`src/rtl/bg_fill_engine_pkg.sv`:
```
// Shared display package: frame-buffer geometry defaults and the fill-engine
// FSM state type.
package bg_fill_engine_pkg;

  localparam int unsigned BG_WORDS  = 786432;
  localparam int unsigned BG_ADDR_W = 22;
  localparam int unsigned BG_DATA_W = 32;

  localparam logic [BG_ADDR_W-1:0] BG_BASE0 = 22'h000000;
  localparam logic [BG_ADDR_W-1:0] BG_BASE1 = 22'h100000;

  typedef enum logic [1:0] {
    ST_IDLE    = 2'd0,
    ST_FILL    = 2'd1,
    ST_DONE_HI = 2'd2,
    ST_DONE_LO = 2'd3
  } bg_state_t;

endpackage

```
`src/rtl/bg_fill_engine_sync2.sv`:
```
// sync2: two-flop level synchronizer for cross-domain handshake signals.
// Ports:
//   clock - destination-domain clock
//   reset - synchronous active-high reset, clears both flops
//   d     - asynchronous level input
//   q     - synchronized level output
module sync2 (
  input  logic clock,
  input  logic reset,
  input  logic d,
  output logic q
);

  logic r_meta;
  logic r_sync;

  always_ff @(posedge clock) begin
    if (reset) begin
      r_meta <= 1'b0;
      r_sync <= 1'b0;
    end else begin
      r_meta <= d;
      r_sync <= r_meta;
    end
  end

  assign q = r_sync;

endmodule

```
`src/rtl/bg_fill_engine.sv`:
```
// bg_fill_engine: fills one frame buffer with a constant colour.
// A start request (level, held until start_ack) latches fb_sel and color,
// then WORDS consecutive writes are issued over a valid/ready write port.
// Completion is signalled with a 4-phase done/done_ack handshake.
// Ports:
//   clock, reset        - rising-edge clock, synchronous active-high reset
//   start / start_ack   - fill request level / one-cycle acceptance pulse
//   done / done_ack     - completion level / asynchronous echo
//   fb_sel, color       - target buffer and fill value, sampled at acceptance
//   wr_valid, wr_ready  - write handshake
//   wr_addr, wr_data    - write word address and data
// All outputs are registered.
module bg_fill_engine
  import bg_fill_engine_pkg::*;
#(
  parameter int unsigned       WORDS  = BG_WORDS,
  parameter int unsigned       ADDR_W = BG_ADDR_W,
  parameter int unsigned       DATA_W = BG_DATA_W,
  parameter logic [ADDR_W-1:0] BASE0  = BG_BASE0,
  parameter logic [ADDR_W-1:0] BASE1  = BG_BASE1
) (
  input  logic              clock,
  input  logic              reset,
  input  logic              start,
  output logic              start_ack,
  output logic              done,
  input  logic              done_ack,
  input  logic              fb_sel,
  input  logic [DATA_W-1:0] color,
  output logic              wr_valid,
  input  logic              wr_ready,
  output logic [ADDR_W-1:0] wr_addr,
  output logic [DATA_W-1:0] wr_data
);

  localparam int unsigned CNT_W = $clog2(WORDS + 1);
  localparam logic [CNT_W-1:0] LAST = CNT_W'(WORDS - 1);

  bg_state_t r_state, w_state_nxt;

  logic              r_start_ack, w_start_ack;
  logic              r_done,      w_done;
  logic              r_wr_valid,  w_wr_valid;
  logic [ADDR_W-1:0] r_wr_addr,   w_wr_addr;
  logic [DATA_W-1:0] r_wr_data,   w_wr_data;
  logic [CNT_W-1:0]  r_count,     w_count;
  logic              r_sel,       w_sel;
  logic [DATA_W-1:0] r_color,     w_color;

  logic              w_done_ack_s;
  logic [ADDR_W-1:0] w_base;
  logic [CNT_W-1:0]  w_count_inc;
  logic              w_accept;

  sync2 u_done_ack_sync (
    .clock (clock),
    .reset (reset),
    .d     (done_ack),
    .q     (w_done_ack_s)
  );

  assign w_base      = r_sel ? BASE1 : BASE0;
  assign w_count_inc = r_count + CNT_W'(1);
  assign w_accept    = r_wr_valid & wr_ready;

  // State register
  always_ff @(posedge clock) begin
    if (reset) r_state <= ST_IDLE;
    else       r_state <= w_state_nxt;
  end

  // Next-state logic
  always_comb begin
    w_state_nxt = r_state;
    unique case (r_state)
      ST_IDLE:    if (start)                                w_state_nxt = ST_FILL;
      ST_FILL:    if (w_accept && (r_count == LAST))        w_state_nxt = ST_DONE_HI;
      ST_DONE_HI: if (w_done_ack_s)                         w_state_nxt = ST_DONE_LO;
      ST_DONE_LO: if (!w_done_ack_s)                        w_state_nxt = ST_IDLE;
      default:                                              w_state_nxt = ST_IDLE;
    endcase
  end

  // Next values of the registered outputs and datapath. The first FILL
  // cycle (wr_valid still low) only loads the first address, which keeps
  // start_ack and the first wr_valid one cycle apart.
  always_comb begin
    w_start_ack = 1'b0;
    w_done      = r_done;
    w_wr_valid  = r_wr_valid;
    w_wr_addr   = r_wr_addr;
    w_wr_data   = r_wr_data;
    w_count     = r_count;
    w_sel       = r_sel;
    w_color     = r_color;
    unique case (r_state)
      ST_IDLE: begin
        w_done     = 1'b0;
        w_wr_valid = 1'b0;
        if (start) begin
          w_start_ack = 1'b1;
          w_sel       = fb_sel;
          w_color     = color;
          w_count     = '0;
        end
      end
      ST_FILL: begin
        if (!r_wr_valid) begin
          w_wr_valid = 1'b1;
          w_wr_addr  = w_base + ADDR_W'(r_count);
          w_wr_data  = r_color;
        end else if (wr_ready) begin
          w_count = w_count_inc;
          if (r_count == LAST) begin
            w_wr_valid = 1'b0;
            w_done     = 1'b1;
          end else begin
            w_wr_addr = w_base + ADDR_W'(w_count_inc);
          end
        end
      end
      ST_DONE_HI: if (w_done_ack_s) w_done = 1'b0;
      ST_DONE_LO: w_done = 1'b0;
      default: begin
        w_done     = 1'b0;
        w_wr_valid = 1'b0;
      end
    endcase
  end

  // Output and datapath registers
  always_ff @(posedge clock) begin
    if (reset) begin
      r_start_ack <= 1'b0;
      r_done      <= 1'b0;
      r_wr_valid  <= 1'b0;
      r_wr_addr   <= '0;
      r_wr_data   <= '0;
      r_count     <= '0;
      r_sel       <= 1'b0;
      r_color     <= '0;
    end else begin
      r_start_ack <= w_start_ack;
      r_done      <= w_done;
      r_wr_valid  <= w_wr_valid;
      r_wr_addr   <= w_wr_addr;
      r_wr_data   <= w_wr_data;
      r_count     <= w_count;
      r_sel       <= w_sel;
      r_color     <= w_color;
    end
  end

  assign start_ack = r_start_ack;
  assign done      = r_done;
  assign wr_valid  = r_wr_valid;
  assign wr_addr   = r_wr_addr;
  assign wr_data   = r_wr_data;

endmodule

```
`config.mk`:
```
export PLATFORM = sky130hd
export DESIGN_NAME = bg_fill_engine
export DESIGN_NICKNAME = d
export VERILOG_FILES = /design/src/rtl/bg_fill_engine_pkg.sv /design/src/rtl/bg_fill_engine_sync2.sv /design/src/rtl/bg_fill_engine.sv
export SDC_FILE = /design/constraint.sdc
export NUM_CORES = 1
export LEC_CHECK = 0
export CAP_MARGIN = 40
export CELL_PAD_IN_SITES_DETAIL_PLACEMENT = 0
export CELL_PAD_IN_SITES_GLOBAL_PLACEMENT = 1
export CORE_AREA = 2 2 131 133
export DETAILED_ROUTE_END_ITERATION = 6
export DIE_AREA = 0 0 133 135
export GPL_ROUTABILITY_DRIVEN = 1
export GPL_TIMING_DRIVEN = 0
export HOLD_SLACK_MARGIN = 0.1
export MAX_ROUTING_LAYER = met4
export PLACE_DENSITY = 0.69
export SYNTH_ARGS = -nofsm -noshare
export SYNTH_HDL_FRONTEND = slang
export SYNTH_SLANG_ARGS = --single-unit
```
`constraint.sdc`:
```
create_clock -name clock -period 2.3 [get_ports clock]
set_input_delay 0.69 -clock clock [delete_from_list [all_inputs] [get_ports clock]]
set_output_delay 0.69 -clock clock [all_outputs]
set_load 0.1 [all_outputs]
```
==> results.json <==
{
  "pin_count": 95,
  "hold_class": "flop to flop",
  "seqPwrFrac": 0.272,
  "via_count": 4634,
  "drive_above_1_share": 0.176,
  "cts_root_buffer": "clkbuf_16",
  "p_clk_frac": 0.275,
  "worstMarginPinSlew_ns": 0.658,
  "totalWireLength_um": 13900,
  "synth_common_cells": "nand2_1, dfxtp_1, a21oi_1",
  "peakVddDrop_mv": 0.594,
  "grt_pass1_vias": 4604,
  "hpwlAfterDp_um": 10100,
  "path_clk_slew_ns": 0.05,
  "path_max_fanout": 6,
  "synth_cells": 585,
  "setup_violations": 0,
  "ys_warn_count": 0,
  "drc": 0,
  "syn_area_mm2": 0.00485,
  "arrival_ns": 1.57,
  "synthArstFlopShare": 0,
  "synth_compound_area_frac": 0.193,
  "ys_types": 55,
  "insertion_delay_ns": 0.42,
  "globalplace.congestion": 0.837,
  "clock_skew_ns": 0.00510,
  "htree_levels": 4,
  "ys_seq_area_frac": 0.466,
  "netlist.area_leader.share": 0.466,
  "dpl.cell_count": 953,
  "min_period_ns": 2.26,
  "die_height_um": 135,
  "intPower_uw": 5220,
  "ys_ff_latch": 113,
  "max_freq_mhz": 442,
  "hold_viol_final": 0,
  "grt_pass1_wl_um": 22200,
  "synth_fa_ha_area_frac": 0.0129,
  "synth.most_common_cell": "nand2_1",
  "synth-edff-count": 0,
  "routedWlPerCell_um": 14.1,
  "dr.first_iter.drc_count": 229,
  "grt_use_total": 0.164,
  "hp-start": "u_done_ack_sync.r_meta$_SDFF_PP0_",
  "critPathLaunchType": "flop",
  "synth.net_count": 628,
  "synth_ff_type": "dfxtp_1",
  "finalWorstSetupSlack_ns": 0.0395,
  "synth_xor_area_frac": 0.0325,
  "start_util": 0.296,
  "antenna_found_initial": 0,
  "io_buffers": 92,
  "status": "finished, final reports clean",
  "rsz0062_at_grt": "no",
  "die-area_mm2": 0.0180,
  "slew_headroom": 0.561,
  "coreArea_mm2": 0.0164,
  "synthMuxAreaShare": 0.00619,
  "fin_hold_ws_ns": 0.440,
  "synth.area.top_cells": "dfxtp_1, nand2_1, a21oi_1, nor2_1, a211oi_2",
  "synth_top_area_cell": "dfxtp_1",
  "synth_top_family_by_area": "simple AND/OR/NAND/NOR gates",
  "fin_nets": 795,
  "p_switching_uw": 3870,
  "preCtsSetupSlack_ns": -0.375,
  "power-per-cell-area_mw_per_mm2": 1210,
  "cts_tree": "yes",
  "combinationalPowerShare": 0.453,
  "worst-setup-path-type": "flop to output port",
  "end_kind": "output port",
  "drtAntennaViolNets": 0,
  "rows": 47,
  "yosys.area_share.simple": 0.234,
  "grt_overflow_total": 0,
  "die_w_um": 133,
  "antennaDiodeCount": 0,
  "syn_avg_cell_area_um2": 8.30,
  "cts_buffers": 17,
  "dr.pass1.iters": 4,
  "required_ns": 1.61,
  "instances_no_fill": 985,
  "leakagePower_uw": 0.00268,
  "syn_to_final_growth_pct": 55.1,
  "slew_viol_final": 0,
  "cts_num_sinks": 113,
  "grt_max_degree": 17,
  "postCtsHoldBufs": 0,
  "cts_buffer_depth": 2,
  "post-route-period-util": 0.983,
  "rr_startpoint": "r_count[0]$_SDFFE_PP0P_",
  "netSwitchingFraction": 0.426,
  "routed_via_density": 4.70,
  "crit_path_start": "wr_valid$_SDFFE_PP0P_",
  "maxCapViolations": 0
}
## power by group through the flow
stage / combinational (uW) / clock (uW) / sequential, uW
6_report: 4120 / 2500 / 2470
5_1_grt: 4370 / 2650 / 2510
4_1_cts: 4160 / 2560 / 2480
3_5_place_dp: 4150 / 0 / 2510
3_3_place_gp: 3450 / 0 / 2500
2_1_floorplan: 1250 / 0 / 3880
## timing repair
| item | CTS | global route |
|---|---|---|
| pin swaps | 0 | 1 |
| setup buffers | 0 | 1 |
| setup endpoints to repair | 1 | 9 |
| endpoints found under the hold margin | 0 | 0 |
| resized for setup | 0 | 6 |
## final timing paths
path / endpoint / slack, ns / depth (start not counted)
worst min register to register: u_done_ack_sync.q$_SDFF_PP0_ / 0.44 / 1
worst max-delay path: wr_valid / 0.04 / 2
worst max register to register: wr_addr[19]$_SDFFE_PP0P_ / 0.16 / 8
worst min-delay path: u_done_ack_sync.q$_SDFF_PP0_ / 0.44 / 1
## stage by stage
| stage | instance area, um2 | total power, uW | setup TNS [ns] | util |
|---|---|---|---|---|
| CTS | 7500 | 9190 | 0 | 0.457 |
| floorplan | 4860 | 5120 | 0 | - |
| global route | 7530 | 9530 | 0 | 0.459 |
| detailed placement | 6940 | 6660 | -6.33 | 0.423 |
| global placement | 6050 | 5950 | -5.34 | 0.369 |
| finish | 7530 | 9090 | 0 | 0.459 |
## metal layers
metal | share of wire | vias to the layer above | GRT usage
met3 | 0.055 | 21 | 0.0488
met2 | 0.47 | 128 | 0.262
li1 | - | 2319 | -
met1 | 0.45 | 2166 | 0.191
met4 | 0.020 | 0 | 0.0747
met5 | 0 | - | -
## cell type report
cell class,count,area [um2]
repair buffers,148,1820
multi-input cells,419,2330
flip-flops and latches,113,2260
clock inverters,14,133
inverters,8,30.0
plain buffers,45,236
well taps,220,275
clock buffers,18,439
fillers,1578,8880
## cells by family after synthesis
group           count (synthesis)
simple gates                  251
other cells                     1
mux                             3
xor+xnor                       18
fa+ha+maj                       5
compound gates                141
buf+inv                        53
flops                         113
## critical path: stages (launching register included)
cell and delay (ns):
dfxtp_2 0.40, clkdlybuf4s50_1 0.54, buf_8 0.20
## layout by cell type (no fill, tap or decap), drive strengths merged, types with 6 or more instances in the layout
cell type / instances
xor2: 12
nand4: 10
a311oi: 9
nor2: 39
nand3: 13
xnor2: 6
clkbuf: 49
dfxtp: 113
nand2: 153
inv: 12
nor3: 6
a211oi: 22
a21oi: 82
clkdlybuf4s50: 91
o21ai: 9
clkinvlp: 6
buf: 71
a31oi: 8
and3: 6
## state kept, by name (all words and copies together), names as in the netlist
name                    count
r_count                    20
wr_valid                    1
r_color                    32
start_ack                   1
wr_data                    32
r_state                     2
u_done_ack_sync.q           1
done                        1
r_sel                       1
wr_addr                    21
u_done_ack_sync.r_meta      1
No activity file was read; power rests on OpenSTA's default activity.
